File: config.mk
export PLATFORM = sky130hd
export DESIGN_NAME = datapath
export DESIGN_NICKNAME = d
export VERILOG_FILES = /design/src/rtl/mips_pkg.sv /design/src/rtl/regfile.sv /design/src/rtl/datapath.sv
export SDC_FILE = /design/constraint.sdc
export NUM_CORES = 2
export LEC_CHECK = 0
export CAP_MARGIN = 25
export CORE_MARGIN = 4
export CORE_UTILIZATION = 63
export DETAILED_ROUTE_END_ITERATION = 10
export PLACE_DENSITY = 0.82
export SLEW_MARGIN = 20
export SYNTH_ARGS = -nofsm -noshare
export SYNTH_HDL_FRONTEND = slang
export SYNTH_SLANG_ARGS = --single-unit
File: constraint.sdc
create_clock -name clk -period 53.8 [get_ports clk]
set_input_delay 10.76 -clock clk [delete_from_list [all_inputs] [get_ports clk]]
set_output_delay 10.76 -clock clk [all_outputs]
set_load 0.03 [all_outputs]
File: src/rtl/mips_pkg.sv
// Shared MIPS multicycle encodings: ALU opcodes and mux select codes.
// Used by the datapath and the controller decoders.
package mips_pkg;

  localparam logic [2:0] ALU_AND = 3'b000;
  localparam logic [2:0] ALU_OR  = 3'b001;
  localparam logic [2:0] ALU_ADD = 3'b010;
  localparam logic [2:0] ALU_SUB = 3'b110;
  localparam logic [2:0] ALU_SLT = 3'b111;

  localparam logic [1:0] PCSRC_ALU    = 2'b00;
  localparam logic [1:0] PCSRC_ALUOUT = 2'b01;
  localparam logic [1:0] PCSRC_JUMP   = 2'b10;
  localparam logic [1:0] PCSRC_ALU_B  = 2'b11;

  localparam logic [1:0] SRCB_REG    = 2'b00;
  localparam logic [1:0] SRCB_FOUR   = 2'b01;
  localparam logic [1:0] SRCB_IMM    = 2'b10;
  localparam logic [1:0] SRCB_IMM_SH = 2'b11;

  // zext=1 zero-extends, zext=0 sign-extends a 16-bit immediate
  function automatic logic [31:0] ext16(
    input logic [15:0] imm,
    input logic        zext
  );
    logic fill;
    fill = zext ? 1'b0 : imm[15];
    return {{16{fill}}, imm};
  endfunction

endpackage

File: src/rtl/regfile.sv
// 32x32 register file: two async read ports, one sync write port.
// Optional debug read port when DATAPATH_DBG_EN is defined.
module regfile
  import mips_pkg::*;
(
  input  logic        clk,
  input  logic        reset,
`ifdef DATAPATH_DBG_EN
  input  logic [4:0]  dbg_ra,
  output logic [31:0] dbg_rd,
`endif
  input  logic        we,
  input  logic [4:0]  ra1,
  input  logic [4:0]  ra2,
  input  logic [4:0]  wa,
  input  logic [31:0] wd,
  output logic [31:0] rd1,
  output logic [31:0] rd2
);

  logic [31:0] mem [32];

  // clear on reset; writes to $0 are dropped
  always_ff @(posedge clk or posedge reset) begin
    if (reset) begin
      for (int i = 0; i < 32; i++) begin
        mem[i] <= '0;
      end
    end else if (we && (wa != 5'd0)) begin
      mem[wa] <= wd;
    end
  end

  // asynchronous reads, $0 hardwired to zero
  always_comb begin
    rd1 = (ra1 == 5'd0) ? 32'd0 : mem[ra1];
    rd2 = (ra2 == 5'd0) ? 32'd0 : mem[ra2];
  end

`ifdef DATAPATH_DBG_EN
  // debug read port, same rules as the main ports
  always_comb begin
    dbg_rd = (dbg_ra == 5'd0) ? 32'd0 : mem[dbg_ra];
  end
`endif

endmodule

File: src/rtl/datapath.sv
// Multicycle MIPS datapath: PC, IR, staging regs, ALU, muxes.
// Define DATAPATH_DBG_EN for a debug register-file read port.
module datapath
  import mips_pkg::*;
(
  input  logic        clk,
  input  logic        reset,
`ifdef DATAPATH_DBG_EN
  input  logic [4:0]  dbg_ra,
  output logic [31:0] dbg_rd,
`endif
  input  logic        memtoreg,
  input  logic        regdst,
  input  logic        iord,
  input  logic        alusrca,
  input  logic        irwrite,
  input  logic        pcen,
  input  logic        regwrite,
  input  logic        immext,
  input  logic [1:0]  pcsrc,
  input  logic [1:0]  alusrcb,
  input  logic [2:0]  alucontrol,
  input  logic [31:0] readdata,
  output logic [31:0] adr,
  output logic [31:0] writedata,
  output logic [5:0]  opcode,
  output logic [5:0]  funct,
  output logic        zero
);

  logic [31:0] pc;
  logic [31:0] instr;
  logic [31:0] data;
  logic [31:0] a;
  logic [31:0] b;
  logic [31:0] alu_out;

  logic [31:0] rd1;
  logic [31:0] rd2;
  logic [31:0] imm_ext;
  logic [31:0] src_a;
  logic [31:0] src_b;
  logic [31:0] alu_result;
  logic [31:0] pc_next;
  logic [31:0] wd3;
  logic [4:0]  wa3;

  regfile u_rf (
    .clk   (clk),
    .reset (reset),
`ifdef DATAPATH_DBG_EN
    .dbg_ra(dbg_ra),
    .dbg_rd(dbg_rd),
`endif
    .we    (regwrite),
    .ra1   (instr[25:21]),
    .ra2   (instr[20:16]),
    .wa    (wa3),
    .wd    (wd3),
    .rd1   (rd1),
    .rd2   (rd2)
  );

  // PC and IR load on their enables; staging regs every cycle
  always_ff @(posedge clk or posedge reset) begin
    if (reset) begin
      pc      <= '0;
      instr   <= '0;
      data    <= '0;
      a       <= '0;
      b       <= '0;
      alu_out <= '0;
    end else begin
      if (pcen)    pc    <= pc_next;
      if (irwrite) instr <= readdata;
      data    <= readdata;
      a       <= rd1;
      b       <= rd2;
      alu_out <= alu_result;
    end
  end

  // operand selection and register-file write steering
  always_comb begin
    imm_ext = ext16(instr[15:0], immext);
    src_a   = alusrca ? a : pc;
    src_b   = b;
    unique case (alusrcb)
      SRCB_REG:    src_b = b;
      SRCB_FOUR:   src_b = 32'd4;
      SRCB_IMM:    src_b = imm_ext;
      SRCB_IMM_SH: src_b = {imm_ext[29:0], 2'b00};
      default:     src_b = b;
    endcase
    wa3 = regdst ? instr[15:11] : instr[20:16];
    wd3 = memtoreg ? data : alu_out;
  end

  // ALU; unlisted codes produce zero
  always_comb begin
    alu_result = 32'd0;
    case (alucontrol)
      ALU_ADD: alu_result = src_a + src_b;
      ALU_SUB: alu_result = src_a - src_b;
      ALU_AND: alu_result = src_a & src_b;
      ALU_OR:  alu_result = src_a | src_b;
      ALU_SLT: alu_result = {31'd0, $signed(src_a) < $signed(src_b)};
      default: alu_result = 32'd0;
    endcase
  end

  // next-PC selection
  always_comb begin
    pc_next = alu_result;
    unique case (pcsrc)
      PCSRC_ALU:    pc_next = alu_result;
      PCSRC_ALUOUT: pc_next = alu_out;
      PCSRC_JUMP:   pc_next = {pc[31:28], instr[25:0], 2'b00};
      PCSRC_ALU_B:  pc_next = alu_result;
      default:      pc_next = alu_result;
    endcase
  end

  // outputs to memory and controller
  always_comb begin
    adr       = iord ? alu_out : pc;
    writedata = b;
    opcode    = instr[31:26];
    funct     = instr[5:0];
    zero      = (alu_result == 32'd0);
  end

endmodule

==> out/metrics.cfg <==
[status]
outcome=completed

[global_route]
globalRoute.busiestLayer=met2
grt_pass1_wl_um=327000
grt_util_met2=0.607
use_met1=0.515
grt_usage=0.405
met3_usage=0.154
grt_max_degree=111
grt_overflow=0
first_global_vias=53600
antenna_found_initial=9

[hold_path]
min_path_type=reg2reg

[sta]
fin_hold_ws_ps=406
finalCriticalPeriod_ps=28170
rsz0062_at_grt=no
report.final.slew_viol_count=0
worstMarginPinSlew_ps=1170
finalHoldViolCount=0
slew_headroom=0.221
tns_ps=0
max_freq_mhz=35.5
setup_viol=0
fin_skew_ps=34.8
post-route-period-util=0.524

[yosys]
ys_seq_area_frac=0.469
synthArstFlopShare=1.00
synth_edf_count=0
syn_nets=6155
syn_area_um2=64900
synth_area_leaders=dfrtp_1, mux4_2, a21oi_1, nor2_1, mux2i_1
synth_top_area_frac=0.469
synth_cell_types=80
yosysTopAreaCell=dfrtp_1
synth_warnings=0
postSynthCellCount=5996
synth_ff_type=dfrtp_1
synth-seq-cells=1216
postSynthAreaPerCell_um2=10.8

[run]
drv_cap=0

[die]
core-area_um2=102000
fp-row-count=117
dieHeight_um=329
io_pins=126
die-area_um2=108000
die_w_um=329
initial_core_util=0.636

[critical_path]
endpoint_kind=primary output
path_common_cell=clkdlybuf4s50_1
critPathBufInv=4
path_cells=clkdlybuf4s50_1, buf_4, and2_0, nand2_1, o21ai_0, inv_1, ha_1, or3_1, or3_4, o211a_1, a311oi_2, mux2i_1, xnor2_1, o22ai_1, or4_1, nor4_1, nand4b_1, nor4_2, clkdlybuf4s50_1
arrival_ps=17410
cp_data_required_time_ps=43040
cp_top_family=simple AND/OR/NAND/NOR gates
crit_fanout=20
worstSetupStartpointType=input pin
crit_type=in2out
cp_slowest_cell=and2_0
slowest_delay_ps=930

[clock_tree]
numClockSinks=1216
htree_levels=3
cts-root-buf=clkbuf_16
clk_latency_ps=750
cts_tree=yes
ctsResizeCount=0
holdBufCountCts=0
clkTransAtPathRegs_ps=60
post_cts_buffers=0
clockBufferDepth=3
cts_inserted_buffers=116

[detailed_routing]
first_pass_iters=9
drc=0
vias=52800
drtIter0Drc=7771
wirelength_um=220000
viasPerCell=7.29
antenna_left=0
wl_per_cell_um=30.4

[placement]
port_buffers=125
place_inst=7019
dpl.hpwl_um=131000
post_dp_cell_area_um2=67100
gp_congestion=0.957

[final_layout]
stdcell_count=7245
final_area_um2=71300
final_cell_mix=dfrtp_1, nor2_1, a21oi_1, mux4_2, mux2i_1
nets=5933
drive_above_1_share=0.190
area_growth_pct=9.90
layout_commonest_cell=dfrtp_1

[pwr]
power.leakage_nw=29.9
ir_worst_vdd_mv=0.0364
power_density_nw_per_um2=57.6

## state kept, by name (all words and copies together) (netlist names)
register and flops:
a 32, alu_out 32, data 32, instr 32, pc 32, u_rf.mem 1024, writedata 32
## kinds of logic after synthesis
family,Yosys count,synth area share
buffers and inverters,716,0.0425
xor gates and xnor gates,25,0.00337
and+or+nand+nor,1432,0.0887
adders and majority gates,110,0.0214
DFF,1216,0.469
AOI/OAI and AO/OA,1601,0.141
muxes,896,0.234
## per-stage QoR
step	setup slack, ps	utilization	power [mW]
final	25630	0.699	4.11
after global routing	25230	0.699	4.29
after CTS	25760	0.698	4.05
after detailed placement	25790	0.657	3.14
after global placement	25780	0.656	3.04
after floorplan	8780	-	2.69
## per-layer routing
layer | vias to the layer above | share of wire
met5 | - | 0.00069
met2 | 4218 | 0.45
met3 | 1091 | 0.15
met4 | 10 | 0.065
met1 | 26200 | 0.34
li1 | 21300 | -
## power by group
| part | total (mW) | switching, mW | internal (mW) |
|---|---|---|---|
| logic | 1.51 | 0.770 | 0.741 |
| clock network | 0.888 | 0.375 | 0.513 |
| registers | 1.71 | 0.377 | 1.33 |
| total | 4.11 | 1.52 | 2.58 |
## Yosys cell counts, types with 4 or more instances
library cell,instances
buf_2,20
o21a_1,6
mux4_2,480
a21boi_0,5
or3_1,7
buf_4,12
nor2_1,1159
nand2b_1,22
nand4_1,13
mux2i_1,229
a22oi_1,28
mux2_2,187
o21ai_1,5
o221ai_1,43
a211oi_1,26
nand2_1,116
o21bai_1,7
nor2b_1,15
nor4_1,9
a21o_1,28
a211o_1,18
o22ai_1,88
a221oi_1,49
xnor2_1,21
dfrtp_1,1216
a21oi_1,1098
a22o_1,21
xor2_1,4
and3_1,6
a31oi_1,6
nor3_1,41
clkbuf_1,499
nand3_1,15
o211ai_1,15
o31ai_1,16
ha_1,108
o21ai_0,101
inv_1,109
buf_1,74
nor3b_1,6
a41oi_1,4
## worst paths after layout
check / from / to / slack [ps] / cells after the start
worst max-delay path: alusrcb[1] / zero / 25630 / 19
worst min-delay path: u_rf.mem[999] / u_rf.mem[999] / 410 / 0
worst max register to register: instr[16] / writedata[17] / 48470 / 9
worst min register to register: u_rf.mem[999] / u_rf.mem[999] / 410 / 0
max in group asynchronous: reset / u_rf.mem[62] / 39460 / 7
min in group asynchronous: reset / alu_out[5] / 10590 / 2
## final cells by class
| cell class | count | area, µm² |
|---|---|---|
| tap | 1368 | 1710 |
| timing repair buffer | 265 | 2480 |
| multi-input combinational | 4064 | 32100 |
| sequential | 1216 | 30500 |
| fill | 6708 | 30700 |
| inverter | 111 | 424 |
| clock inverter | 64 | 843 |
| antenna | 5 | 12.5 |
| clock buffer | 152 | 3260 |
Note: power is estimated with default switching activity, not from simulation.
